### config.mk
export PLATFORM = sky130hd
export DESIGN_NAME = step_sequencer
export DESIGN_NICKNAME = d
export VERILOG_FILES = /design/src/rtl/seq_pkg.sv /design/src/rtl/sync2.sv /design/src/rtl/step_sequencer.sv
export SDC_FILE = /design/constraint.sdc
export NUM_CORES = 1
export LEC_CHECK = 0
export ABC_AREA = 1
export BUFFER_PORTS_ARGS = -buffer_cell sky130_fd_sc_hd__buf_2
export CAP_MARGIN = 10
export CORE_ASPECT_RATIO = 1.75
export CORE_MARGIN = 4
export CORE_UTILIZATION = 30
export DETAILED_ROUTE_END_ITERATION = 10
export GPL_TIMING_DRIVEN = 0
export PLACE_DENSITY = 0.44
export SETUP_SLACK_MARGIN = 0.15
export SLEW_MARGIN = 40
export SYNTH_ARGS = -nofsm -noshare
export SYNTH_HDL_FRONTEND = slang
export SYNTH_HIERARCHICAL = 1
export SYNTH_SLANG_ARGS = --single-unit
### constraint.sdc
create_clock -name clk -period 2.9 [get_ports clk]
set_input_delay 0.725 -clock clk [delete_from_list [all_inputs] [get_ports clk]]
set_output_delay 0.725 -clock clk [all_outputs]
set_load 0.02 [all_outputs]
### src/rtl/seq_pkg.sv
// Shared types and helpers for the step sequencer: note width, rest code,
// sequencer state encoding and the note-request priority encoder.
package seq_pkg;

   localparam int unsigned NOTE_W = 3;
   localparam logic [NOTE_W-1:0] NOTE_REST = 3'd0;

   typedef enum logic [0:0] {
      IDLE,
      PLAY
   } state_t;

   // Lowest-index request wins; scanning downwards lets the last hit be the lowest bit.
   function automatic logic [NOTE_W-1:0] note_encode(input logic [5:0] req);
      logic [NOTE_W-1:0] enc;
      enc = NOTE_REST;
      for (int i = 5; i >= 0; i--) begin
         if (req[i]) enc = NOTE_W'(i + 1);
      end
      return enc;
   endfunction

endpackage

### src/rtl/sync2.sv
// Two-flop synchronizer for asynchronous level inputs, cleared by reset.
module sync2 #(
   parameter int unsigned WIDTH = 1
) (
   input  logic             clk,
   input  logic             rst,
   input  logic [WIDTH-1:0] d,
   output logic [WIDTH-1:0] q
);

   logic [WIDTH-1:0] meta_q;

   always_ff @(posedge clk or posedge rst) begin
      if (rst) begin
         meta_q <= '0;
         q      <= '0;
      end else begin
         meta_q <= d;
         q      <= meta_q;
      end
   end

endmodule

### src/rtl/step_sequencer.sv
// Tempo-driven step sequencer: plays and live-records an N-step note pattern and
// drives the shared oscillator's pitch select and gate.
module step_sequencer
   import seq_pkg::*;
#(
   parameter int unsigned STEPS    = 8,
   parameter int unsigned STEP_DIV = 524288,
   parameter int unsigned GATE_DIV = 262144
) (
   input  logic                     clk,
   input  logic                     rst,
   input  logic                     run,
   input  logic                     rec,
   input  logic [5:0]               note_req,
   output logic [$clog2(STEPS)-1:0] step_idx,
   output logic [NOTE_W-1:0]        note,
   output logic                     gate,
   output logic                     step_tick
);

   localparam int unsigned SW = $clog2(STEPS);
   localparam int unsigned CW = $clog2(STEP_DIV);
   localparam logic [CW-1:0] CNT_LAST = CW'(STEP_DIV - 1);
   // One extra bit so GATE_DIV == STEP_DIV (gate always on) is representable.
   localparam logic [CW:0]   GATE_LIM = (CW + 1)'(GATE_DIV);

   logic                           run_s;
   logic                           rec_s;
   logic [5:0]                     req_s;
   logic [NOTE_W-1:0]              enc;
   logic                           last;
   logic                           monitor;

   state_t                         state_q, state_d;
   logic [CW-1:0]                  cnt_q, cnt_d;
   logic [SW-1:0]                  step_q, step_d;
   logic                           seen_q, seen_d;
   logic [STEPS-1:0][NOTE_W-1:0]   pattern_q, pattern_d;
   logic [NOTE_W-1:0]              note_d;
   logic                           gate_d;
   logic                           tick_d;

   sync2 #(
      .WIDTH(8)
   ) u_sync (
      .clk(clk),
      .rst(rst),
      .d  ({run, rec, note_req}),
      .q  ({run_s, rec_s, req_s})
   );

   always_comb begin
      state_d   = state_q;
      cnt_d     = cnt_q;
      step_d    = step_q;
      seen_d    = seen_q;
      pattern_d = pattern_q;
      enc       = note_encode(req_s);
      last      = (cnt_q == CNT_LAST);

      unique case (state_q)
         IDLE: begin
            cnt_d = '0;
            if (run_s) begin
               state_d = PLAY;
               step_d  = '0;
               seen_d  = 1'b0;
            end
         end
         PLAY: begin
            if (rec_s) begin
               if (enc != NOTE_REST) begin
                  pattern_d[step_q] = enc;
                  seen_d            = 1'b1;
               end else if (last && !seen_q) begin
                  pattern_d[step_q] = NOTE_REST;
               end
            end
            if (last) begin
               cnt_d  = '0;
               step_d = step_q + SW'(1);
               seen_d = 1'b0;
            end else begin
               cnt_d = cnt_q + CW'(1);
            end
            if (!run_s) begin
               state_d = IDLE;
               cnt_d   = '0;
               step_d  = step_q;
            end
         end
         default: state_d = IDLE;
      endcase

      // Outputs are computed from next state so they line up with step_idx.
      monitor = (state_q == PLAY) && (state_d == PLAY) && rec_s && (enc != NOTE_REST);
      note_d  = monitor ? enc : pattern_d[step_d];
      gate_d  = monitor ||
                ((state_d == PLAY) && (note_d != NOTE_REST) && ({1'b0, cnt_d} < GATE_LIM));
      tick_d  = (state_d == PLAY) && (cnt_d == '0);
   end

   always_ff @(posedge clk or posedge rst) begin
      if (rst) begin
         state_q   <= IDLE;
         cnt_q     <= '0;
         step_q    <= '0;
         seen_q    <= 1'b0;
         pattern_q <= '0;
         note      <= NOTE_REST;
         gate      <= 1'b0;
         step_tick <= 1'b0;
      end else begin
         state_q   <= state_d;
         cnt_q     <= cnt_d;
         step_q    <= step_d;
         seen_q    <= seen_d;
         pattern_q <= pattern_d;
         note      <= note_d;
         gate      <= gate_d;
         step_tick <= tick_d;
      end
   end

   assign step_idx = step_q;

endmodule

# After elaboration in Yosys (flattened, before gate mapping)

Index checks and enable logic that the tools add are counted.

Output and inout port bits: 8
Flip-flop bits (word level): 69
Logic and storage cells: 73
Input bits: 10

Reductions and logical operators: 14
Equality and inequality tests: 4
Mux-type cells: 29
$add $sub $neg: 2
$lt $le $gt $ge: 4
Bitwise logic cells: 3

Operators with widths:

| kind                                                                                | number |
|---|---|
| 24-bit two-way mux                                                                  | 4 |
| 19-bit two-way mux                                                                  | 2 |
| 19-bit case mux with 2 select lines                                                 | 1 |
| 3-bit two-way mux                                                                   | 12 |
| 24-bit AND                                                                          | 1 |
| 24-bit bitwise mux                                                                  | 1 |
| 24-bit inverter                                                                     | 1 |
| 19-bit by 1-bit adder with 19-bit output, second input constant                     | 1 |
| 19-bit == test, second input constant                                               | 1 |
| 19-bit logical NOT                                                                  | 1 |
| 19-bit less-than comparator, second input constant                                  | 1 |
| 3-bit binary-select mux with 3-bit select                                           | 1 |
| 3-bit demux with 3-bit select                                                       | 1 |
| 1-bit logical AND                                                                   | 8 |
| 3-bit by 4-bit less-than comparator with 1-bit output, second input constant        | 2 |
| 3-bit by 2-bit != test with 1-bit output, second input constant                     | 2 |
| 3-bit case mux with 2 select lines                                                  | 1 |
| 3-bit nonzero test                                                                  | 2 |
| 1-bit two-way mux                                                                   | 5 |
| 3-bit by 1-bit adder with 3-bit output, second input constant                       | 1 |
| 3-bit by 1-bit greater-or-equal comparator with 1-bit output, second input constant | 1 |
| 3-bit AND reduction                                                                 | 1 |
| 2-bit by 1-bit != test with 1-bit output, second input constant                     | 1 |
| 1-bit case mux with 2 select lines                                                  | 1 |
| other kinds (3)                                                                     | 3 |

# Depth between registers and ports, before layout

Gate-level depths: netlist of run 1.

Depth after elaboration: 17
Mapped depth: 21

# Cells and area by module

Netlist of run 1, hierarchy kept.

By module, submodules not included:

| module         | instances | seq. area each (µm²) | area each (µm²) | cells an instance |
|---|---|---|---|---|
| step_sequencer | 1         | 1326.3               | 3363.2          | 494 |
| sync2          | 1         | 400.4                | 404.1           | 17 |

# Worst setup path before layout of run 1

Ideal clock, no wire load.

Path type: reg2reg
Start: register cnt_q[0]
End: register gate
Stages on the path, launching flop included: 20
Arrival: 1961 ps
Path slack: 817 ps
Buffers on the path: 1
Setup time: 122 ps
Cell sequence: dfrtp_1 > ha_1 > nand2_2 > nor2_4 > nand2_4 > nor2_8 > nand3_2 > nand2_1 > inv_2 > nor2_4 > buf_6 > nand3_1 > nand3_1 > nand2_1 > nand2_1 > nand3_1 > nand2_1 > nand3_1 > nand2_1 > nand2_1

Elaborated cells between the ends (all ways): 21
Those cells by class: 1 x add/sub; 1 x order compare; 1 x eq/ne; 13 x mux; 5 x reduce/logical

RTL lines:

| what                                      | RTL line              | text |
|---|---|---|
| start, declared                           | step_sequencer.sv:35  | `logic [CW-1:0] cnt_q, cnt_d;` |
| start signal, assigned                    | step_sequencer.sv:115 | `cnt_q <= cnt_d;` |
| 19-bit == test                            | step_sequencer.sv:59  | `last = (cnt_q == CNT_LAST);` |
| 3-bit two-way mux                         | step_sequencer.sv:79  | `if (last) begin` |
| 3-bit two-way mux                         | step_sequencer.sv:86  | `if (!run_s) begin` |
| 3-bit case mux with 2 select lines        | step_sequencer.sv:61  | `unique case (state_q)` |
| named net step_d[0]                       | step_sequencer.sv:36  | `logic [SW-1:0] step_q, step_d;` |
| 3-bit binary-select mux with 3-bit select | step_sequencer.sv:97  | `note_d = monitor ? enc : pattern_d[step_d];` |
| 3-bit two-way mux (not written as such)   | step_sequencer.sv:97  |  |
| 3-bit two-way mux                         | step_sequencer.sv:97  |  |
| 3-bit nonzero test                        | step_sequencer.sv:99  | `((state_d == PLAY) && (note_d != NOTE_REST) && ({1'b0, cnt_d} < GATE_LIM));` |
| 1-bit logical AND (2 in a row)            | step_sequencer.sv:99  |  |
| 1-bit logical OR                          | step_sequencer.sv:98  | `gate_d = monitor \|\|` |
| named net gate_d                          | step_sequencer.sv:40  | `logic gate_d;` |
| end signal, assigned                      | step_sequencer.sv:120 | `gate <= gate_d;` |
| end, declared                             | step_sequencer.sv:17  | `output logic gate,` |

The timed path passes the listed nets, and every way through them passes these cells. The select of a mux whose other input is x is not followed.
A chain may end at the register's enable or synchronous reset.

# Final worst setup path of run 1

Start: register cnt_q[0]
End: register gate

Elaborated cells between the ends (all ways): 21
Those cells by class: 1 x add/sub; 1 x order compare; 1 x eq/ne; 13 x mux; 5 x reduce/logical

RTL lines:

| what                                      | RTL line             | text |
|---|---|---|
| 19-bit == test                            | step_sequencer.sv:59 |  |
| 3-bit two-way mux                         | step_sequencer.sv:79 |  |
| 3-bit two-way mux                         | step_sequencer.sv:86 |  |
| 3-bit case mux with 2 select lines        | step_sequencer.sv:61 |  |
| named net step_d[1]                       | step_sequencer.sv:36 |  |
| 3-bit binary-select mux with 3-bit select | step_sequencer.sv:97 |  |
| 3-bit two-way mux (not written as such)   | step_sequencer.sv:97 |  |
| 3-bit two-way mux                         | step_sequencer.sv:97 |  |
| named net note_d[0]                       | step_sequencer.sv:39 | `logic [NOTE_W-1:0] note_d;` |
| 3-bit nonzero test                        | step_sequencer.sv:99 |  |
| 1-bit logical AND (2 in a row)            | step_sequencer.sv:99 |  |
| 1-bit logical OR                          | step_sequencer.sv:98 |  |
| named net gate_d                          | step_sequencer.sv:40 |  |

The timed path passes the listed nets, and every way through them passes these cells. The select of a mux whose other input is x is not followed.

==> impl_results.md, run 1 <==
* Final Util at ~37%
* P_leak at between 0.002 and 0.0025 uW
* Area share of fa/ha/maj cells after synthesis at 0.6642%
* Worst endpoint required time at 3130 ps
* Final ANT Viol Nets at 0
* Global-route wire length before repair at about 18000 um
* Die ar. at between 10000 and 15000 um^2
* Htree depth at 3
* GPL Wtd Cong at 0.8858
* GRT Util Overall at roughly 16%
* Distinct cells, synth at 35
* Power density over the cells at approximately 530 nW/um^2
* Worst hold path type: reg -> reg
* Number of port buffers at 17
* Synthesized cell area at about 3800 um^2
* Power, Total at about 2400 uW
* Clk_skew at 10.14 ps
* Post-synthesis simple-gate area fraction at between 30 and 40%
* Die H at approximately 160 um
* CP Launch Type: flop
* Initial core utilization at 31.04%
* Most numerous cell in the Yosys netlist: nand2_1
* DRT iter0 DRCs at around 220
* Floorplan row count at 53
* Worst setup EP type: flop
* Max-cap violation count at 0
* Fin Setup TNS at 0 ps
* CTS Buf Count at 9
* Vias post-DR at ~3400
* Post-synth top area share at between 40 and 50%
* Initial antenna violation count at 0
* CTS Sinks at between 60 and 70
* Avg Synthesized Cell Area at about 7.4 um^2
* Top FF cell, synth: dfrtp_1
* Vias in the first global route at approximately 3400
* Syn Nets at ~520
* Die width at 92.71 um
* Tmin final at approximately 2600 ps
* First drt pass iteration count at 5
* Fmax at 0.3864 GHz
* Crit path max fanout at 7
* Async set or reset register ratio after synthesis at 100.0%
* Clk_lat worst skew at roughly 340 ps
* RSZ-0062 raised after global routing: no
* Crit path kind: reg -> reg
* CTS tree: yes
* Layout cells sized above 1 at 14.10%
* Largest net degree at the start of global routing at 32
* Status: completed
* Nets at 560
* Worst VDD drop at 0.2828 mV
* Cell taking the most area after synthesis: dfrtp_1
* I/O pin total at 18
* Mux contribution to synthesized area at 0%
* DP HPWL at about 8400 um
* Final number of setup-violating endpoints at 0
* Xor/xnor share of the synthesized area at roughly 1.9%
* Sequential-to-total area share from yosys stat at between 40% and 50%
* Via-to-Cell Ratio at 4.781
* Tcrit/Tclk final at 89.23%
* Post-Syn Instances at about 510
* Clock root buffer: clkbuf_16
* Relative slew slack at about 62%
* Wire length per cell at 15.41 um
* Seq cells post-synth at 69
* Number of diodes at 0
* Clk pin slew, worst setup/hold paths at 70 ps
* Post-synth EDFFs at 0
* Synthesis warning total at 6
* Largest family of logic cells by synthesized area: simple AND/OR/NAND/NOR gates
* Drt drc at 0
* Remaining Overflow, GRT at 0
* Synth area leaders: dfrtp_1 46%, nand2_1 16%, nand3_1 9.6%, inv_1 6.0%, nor2_1 5.2%
* Core Box Area at ~12000 um^2
* Hold violation count in the final report at 0
* Final Slew Violations at 0
* Synth Area in Compound Gates at 5.613%
* Final WL at between 10000 and 15000 um
* Crit path arrival time at roughly 2800 ps
* Slew @ Worst Pin at around 570 ps
* Clock tree buffer depth at 2
* P&R area growth vs syn at 18.37%
* Most frequent cells after synthesis: 157 x nand2_1, 72 x nand3_1, 69 x dfrtp_1
## power breakdown
group          internal, uW  switching (uW)  leakage (uW)
clock network           610             490      0.000147
registers              1010            21.2      0.000887
logic                  70.5             162       0.00128
## layout by cell type (no fill, tap or decap), types with 2 or more instances in the layout
master / instances
inv_2: 5
nand3_2: 2
inv_1: 59
nor4_1: 2
nor2_1: 51
ha_1: 2
nand2_2: 5
nor2_2: 4
buf_2: 22
a21oi_1: 17
clkbuf_16: 9
nand3b_1: 2
nor3_1: 4
dfrtp_1: 69
clkbuf_1: 3
o21ai_0: 8
a21boi_0: 4
nand3_1: 71
and3_1: 2
nor2_4: 3
nand4_1: 14
xor2_1: 2
xnor2_1: 6
nand2_1: 155
inv_8: 3
buf_4: 10
inv_6: 4
## sequential cells by signal, indices dropped and copies added (netlist names)
name	cells
pattern_q	24
cnt_q	19
u_sync/meta_q	8
u_sync/q	8
note	3
step_idx	3
gate	1
seen_q	1
state_q	1
step_tick	1
## final timing paths
check | endpoint | startpoint | depth (start not counted) | slack (ps)
min in group asynchronous | cnt_q[2] | rst | 2 | 360
max in group asynchronous | pattern_q[21] | rst | 3 | 2050
max reg2reg | gate | cnt_q[0] | 16 | 310
min | u_sync/q[6] | u_sync/meta_q[6] | 0 | 350
min reg2reg | u_sync/q[6] | u_sync/meta_q[6] | 0 | 350
max | gate | cnt_q[0] | 16 | 310
## layer usage
layer,wire length [um],vias to the layer above,track usage (%)
li1,-,1714,-
met1,3968,1601,16.07
met2,6170,83,30.71
met3,359,35,2.309
met4,568,0,9.644
met5,0,-,0
## final cells by class
type | count | area [um^2]
fill | 1306 | 7676
multi-input combinational | 365 | 1750
sequential | 69 | 1727
inverter | 65 | 246.5
clock buffer | 9 | 225.2
tap | 165 | 206.4
timing repair buffer | 26 | 165.2
buffer | 12 | 70.07
clock inverter | 7 | 68.82
## kinds of logic after synthesis
group,Yosys count
compound gates,35
xor+xnor,8
fa+ha+maj,2
buf+inv,77
flops,69
simple gates,320
## critical path, stage by stage, from the launching register on
cell and delay [ps]:
dfrtp_1 400, ha_1 220, nand2_2 80, nor2_4 140, nand2_4 110, nor2_8 150
nand2_2 90, o31ai_4 400, inv_2 160, nand3_1 150, nand3_1 140, nand3_1 130
nand2_1 100, inv_2 50, nand3_1 60, nand2_1 60, nand2_1 40
## stage by stage
step	worst slack [ps]	std cells	hold slack, ps	cell area [um^2]
after floorplan	816.9	511	331.2	3767
after global placement	-103.3	693	333.1	4059
after detailed placement	-58.92	694	334.7	4081
after CTS	163.4	710	348.1	4383
after global routing	163.5	718	361.4	4459
final	312.3	718	345.2	4459
## repair_timing
action | 4_1_cts | 5_1_grt
pin swaps | 0 | 4
hold buffers | 0 | 0
setup buffers | 0 | 8
resized for setup | 2 | 5
setup endpoints to repair | 4 | 1
Note: power is estimated with default switching activity, not from simulation.
==> run 2, diff against run 1 <==
--- a/config.mk
+++ b/config.mk
@@ -14,6 +14,7 @@
 export DETAILED_ROUTE_END_ITERATION = 10
 export GPL_TIMING_DRIVEN = 0
 export PLACE_DENSITY = 0.44
+export REMOVE_ABC_BUFFERS = 1
 export SETUP_SLACK_MARGIN = 0.15
 export SLEW_MARGIN = 40
 export SYNTH_ARGS = -nofsm -noshare
==> run 2 against run 1 <==
  * Global-route usage shrank 0.19 points
  * Critical endpoint unchanged
  * First-iteration DRC count fell by 14%
  * Power is 4.7% higher
  * Highest routed layer unchanged
  * Critical path depth is 3 higher
  * Die area unchanged
  * Sequential cell count did not move
  * Clock-buffer cell count rose by 1
  * Sequential share of layout area is 0.10 points lower
  * Utilization rose by 0.12 points
  * Register-to-register slack gained 80 ps
  * Cell area grew 0.34%
==> impl_results.md, run 2 (synthesized netlist as in run 1, its figures left out) <==
* Status: completed
* Crit path kind: reg -> reg
* P_leak at 0.002304 uW
* Number of port buffers at 17
* Final Slew Violations at 0
* Most frequent cells in the layout: 151 x nand2_1, 71 x nand3_1, 68 x dfrtp_1
* GPL Wtd Cong at 0.8326
* Floorplan row count at 53
* Pint at 1852 uW
* Max-cap violation count at 0
* Largest net degree at the start of global routing at 37
* Most frequent CP cell: nand2_1
* Worst path max stage delay at 380 ps
* Biggest regs: pattern_q (24), cnt_q (19)
* Hold violation count in the final report at 0
* Initial core utilization at between 30% and 40%
* Global-route wire length before repair at 17570 um
* Die width at between 90 and 100 um
* Relative slew slack at 62.70%
* Clk pin slew, worst setup/hold paths at around 60 ps
* Switch Pwr at just over 600 uW
* Critical path launch point: cnt_q[1]
* Power density over the cells at around 550 nW/um^2
* Stages on worst setup path at 19
* Commonest non-fill, non-tap cell in the layout: nand2_1
* Placed Instances at slightly below 700
* Worst setup EP type: flop
* Die ar. at 14490 um^2
* Drt drc at 0
* Reg2reg start: cnt_q[1]
* GRT Util Overall at between 10% and 20%
* Crit-path cells: ha_2, nand2_2, nor2_4, nand2_4, nor2_8, nand4_1, nand2_1, nor2_4, buf_4, nand3_1, nand2_1, nand2_1, nand2_1, nand2_1, nand3_1, nand2_1, nand3_1, nand2_1, nand2_1
* Core Box Area at between 10000 and 15000 um^2
* I/O pin total at 18
* Worst endpoint required time at 3110 ps
* Htree depth at 3
* Fin Setup TNS at 0 ps
* CP Launch Type: flop
* Via-to-Cell Ratio at roughly 4.8
* Fin area at 4474 um^2
* Die H at about 160 um
* CTS Buf Count at 9
* R2r worst-path depth at 19
* DP Area at roughly 4000 um^2
* First drt pass iteration count at 4
* Final WL at between 10000 and 15000 um
* Vias in the first global route at approximately 3500
* Clock tree buffer depth at 2
* Non-filler cells, final at between 700 and 800
* Tmin final at about 2500 ps
* Clock power frac at about half
* Filler cells at ~1300
* Sw Ratio at 25.10%
* Worst path buffer plus inverter count at 1
* Part of the power in registers at approximately two fifths
* Fmax at around 0.4 GHz
* Final number of setup-violating endpoints at 0
* Clk_skew at between 10 and 15 ps
* Initial antenna violation count at 0
* R2R Setup Slk at ~390 ps
* Nets at between 500 and 600
* Final ANT Viol Nets at 0
* Final Util at a little under two fifths
* Max reg flops at 24
* Wire length per cell at ~15 um
* Remaining Overflow, GRT at 0
* Clk_lat worst skew at between 300 and 400 ps
* Worst VDD drop at approximately 0.36 mV
* RSZ-0062 raised after global routing: no
* Clock root buffer: clkbuf_16
* P&R area growth vs syn at 18.76%
* Combinational Power Share at approximately a tenth
* Worst hold path type: in -> async
* CP delay by family, top: simple AND/OR/NAND/NOR gates
* CTS tree: yes
* Top reg by flops: pattern_q
* Layout cells sized above 1 at ~14%
* Crit path max fanout at 7
* Reg-to-reg endpoint: gate
* Critical path's slowest cell: dfrtp_1
* Tcrit/Tclk final at 86.39%
* DP HPWL at approximately 7800 um
* Slew @ Worst Pin at approximately 560 ps
* Power, Total at approximately 2500 uW
* Vias post-DR at about 3400
* CTS Sinks at 69
* Number of diodes at 0
* Crit path arrival time at 2720 ps
* DRT iter0 DRCs at between 150 and 200
run 2: worst max-delay path by stage:
stage / slack [ps] / endpoint
4_1_cts: 160 / gate
5_1_grt: 180 / gate
3_5_place_dp: -680 / gate
6_report: 390 / gate
2_1_floorplan: 600 / gate
3_3_place_gp: -690 / gate
run 2: repair_timing:
item                                    CTS  global route
hold buffers                              0             0
cloned                                    0             0
setup buffers                             3             6
gates resized for setup                   8             8
pin swaps                                 2             4
endpoints found under the setup margin   15             3
run 2: layout make-up:
| cell class | instances | area, um^2 | area share, % |
|---|---|---|---|
| Clock inverter | 6 | 86.33 | 1.930 |
| Clock buffer | 10 | 239.0 | 5.341 |
| Sequential cell | 69 | 1728 | 38.62 |
| Timing Repair Buffer | 27 | 185.2 | 4.139 |
| Inverter | 65 | 249.0 | 5.565 |
| Tap cell | 165 | 206.4 | 4.614 |
| Multi-Input combinational cell | 365 | 1780 | 39.79 |
run 2: power by group through the flow:
stage	Combinational (uW)	Sequential, uW	Clock [uW]
2_1_floorplan	141	1050	0
3_3_place_gp	222	1050	0
3_5_place_dp	229	1050	0
4_1_cts	233	1030	1240
5_1_grt	268	1040	1290
6_report	233	1030	1210
run 2: metrics by stage:
step,hold slack (ps),setup WS (ps)
after floorplan,331.2,597.9
after global placement,333.2,-686.4
after detailed placement,334.7,-679.7
after CTS,338.7,164.8
after global routing,346.2,175.2
final,335.8,394.6
run 2: per-layer routing:
metal / share of wire [%] / wire length (um) / up-vias / GRT usage [%]
li1: - / - / 1689 / -
met1: 38 / 3991 / 1577 / 17.26
met2: 54 / 5738 / 76 / 28.39
met3: 4.2 / 444 / 31 / 2.982
met4: 4.1 / 435 / 0 / 9.294
met5: 0 / 0 / - / 0
==> run 3, diff against run 2 <==
--- a/config.mk
+++ b/config.mk
@@ -14,6 +14,7 @@
 export DETAILED_ROUTE_END_ITERATION = 10
 export GPL_TIMING_DRIVEN = 0
 export PLACE_DENSITY = 0.44
+export RECOVER_POWER = 50
 export REMOVE_ABC_BUFFERS = 1
 export SETUP_SLACK_MARGIN = 0.15
 export SLEW_MARGIN = 40
==> run 3 against run 2 <==
  * Final cell count unchanged
  * First-iteration DRC count up 0.54%
  * Largest cell class unchanged
  * Non-clock buffer count did not move
  * Sequential power is essentially flat
  * Critical path type unchanged
==> impl_results.md, run 3 (synthesized netlist as in run 1, its figures left out) <==
* Status: completed
* Worst path max stage delay at 430 ps
* I/O pin total at 18
* First drt pass iteration count at 4
* Hold Path Sink: u_sync/q[6]
* GRT Util Overall at between 10% and 20%
* Power density over the cells at around 550 nW/um^2
* Wire length per cell at around 15 um
* Reg2reg start: u_sync/q[0]
* Drt drc at 0
* Max-cap violation count at 0
* Min-Delay Startpoint: u_sync/meta_q[6]
* Fmax at 0.3989 GHz
* Vias in the first global route at between 3000 and 4000
* Final Slew Violations at 0
* CP Launch Type: flop
* Clock tree buffer depth at 2
* Clk pin slew, worst setup/hold paths at 60 ps
* CTS Sinks at 69
* Final WL at ~11000 um
* R2r worst-path depth at 15
* Die width at about 93 um
* Crit path arrival time at about 2700 ps
* Worst endpoint required time at approximately 3100 ps
* Nets at around 550
* Final Util at 36.73%
* Relative slew slack at 35.72%
* RSZ-0062 raised after global routing: no
* Filler cells at between 1000 and 1500
* Worst path buffer plus inverter count at 2
* DP HPWL at 7796 um
* Via-to-Cell Ratio at roughly 4.7
* Number of diodes at 0
* Biggest regs: pattern_q (24), cnt_q (19)
* Clock root buffer: clkbuf_16
* CP delay by family, top: simple AND/OR/NAND/NOR gates
* Tcrit/Tclk final at 86.44%
* R2R Setup Slk at 390 ps
* Final number of setup-violating endpoints at 0
* Slew @ Worst Pin at between 900 and 1000 ps
* Stages on worst setup path at 15
* Clk_lat worst skew at ~340 ps
* Clk_skew at roughly 10 ps
* Hold violation count in the final report at 0
* Remaining Overflow, GRT at 0
* Reg-to-reg endpoint: gate
* P_leak at roughly 0.0023 uW
* Largest net degree at the start of global routing at 37
* Hold-fix buffers at CTS at 0
* CTS tree: yes
* Max reg flops at 24
* Crit path max fanout at 22
* Initial core utilization at between 30% and 40%
* Die H at roughly 160 um
* Hold depth at 0
* Floorplan row count at 53
* Worst VDD drop at roughly 0.36 mV
* P&R area growth vs syn at 18.30%
* Crit path kind: reg -> reg
* Htree depth at 3
* Global-route wire length before repair at between 15000 and 20000 um
* Most frequent cells in the layout: 151 x nand2_1, 71 x nand3_1, 68 x dfrtp_1
* GPL Wtd Cong at ~0.83
* Core Box Area at 12140 um^2
* Worst hold slack at approximately 340 ps
* Die ar. at about 14000 um^2
* Critical path's slowest cell: dfrtp_1
* CTS Buf Count at 9
* Top reg by flops: pattern_q
* Final ANT Viol Nets at 0
* Initial antenna violation count at 0
* Tmin final at between 2000 and 3000 ps
* Layout cells sized above 1 at between 10% and 20%
* Worst hold path type: reg -> reg
* Number of port buffers at 17
* Worst setup EP type: flop
* Commonest non-fill, non-tap cell in the layout: nand2_1
* DRT iter0 DRCs at approximately 190
* Crit-path cells: inv_1, nand2_4, inv_1, nand2_4, nand2_2, nand3_1, nand3_1, nand3_1, nand2_1, nand2_1, nand3_1, nand2_1, nand3_1, nand2_1, nand2_1
* Vias post-DR at between 3000 and 4000
==> run 3: cell count changes in the layout (fill, tap and decap cells not counted), sizes merged <==
cell / delta
clkinvlp: +1
clkbuf: +2
buf: -2
inv: -1
==> run 3: metal layers <==
layer	routed length (um)	GRT usage (%)	vias to the layer above
met5	0	0	-
met4	401	9.294	0
met3	357	2.982	27
met2	5781	28.39	63
met1	4046	17.26	1565
li1	-	-	1687
==> run 3: report_power, final <==
group / internal, uW / switching (uW)
Sequential: 1010 / 22.2
Combinational: 66.6 / 163
Clock: 775 / 435
==> run 3: cell type report <==
| type | count | area [um^2] | area share [%] |
|---|---|---|---|
| flip-flops and latches | 69 | 1728 | 38.77 |
| clock buffers | 10 | 239.0 | 5.362 |
| clock inverters | 6 | 86.33 | 1.937 |
| inverters | 65 | 247.7 | 5.559 |
| well taps | 165 | 206.4 | 4.632 |
| repair buffers | 27 | 168.9 | 3.790 |
| multi-input cells | 365 | 1780 | 39.95 |
==> run 3: how the worst max path moves through the flow <==
stage                     slack (ps)  endpoint   startpoint
after floorplan                  600      gate  u_sync/q[3]
after global placement          -690      gate  u_sync/q[0]
after detailed placement        -680      gate  u_sync/q[0]
after CTS                        160      gate     cnt_q[0]
after global routing             180      gate  u_sync/q[0]
final                            390      gate  u_sync/q[0]
==> run 3: repair_timing <==
action                                  4_1_cts  5_1_grt
gates resized for setup                       8        8
cloned                                        0        0
setup buffers                                 3        6
endpoints found under the setup margin       15        3
pin swaps                                     2        4
==> run 3: stage by stage <==
| step | instances | area [um^2] | power (uW) | setup WS, ps | setup TNS [ps] |
|---|---|---|---|---|---|
| global placement | 681 | 3991 | 1270 | -686.4 | -5592 |
| global route | 707 | 4457 | 2592 | 175.2 | 0 |
| floorplan | 499 | 3700 | 1195 | 597.9 | 0 |
| finish | 707 | 4457 | 2469 | 393.3 | 0 |
| CTS | 701 | 4394 | 2504 | 164.8 | 0 |
| detailed placement | 682 | 4014 | 1278 | -679.7 | -2180 |
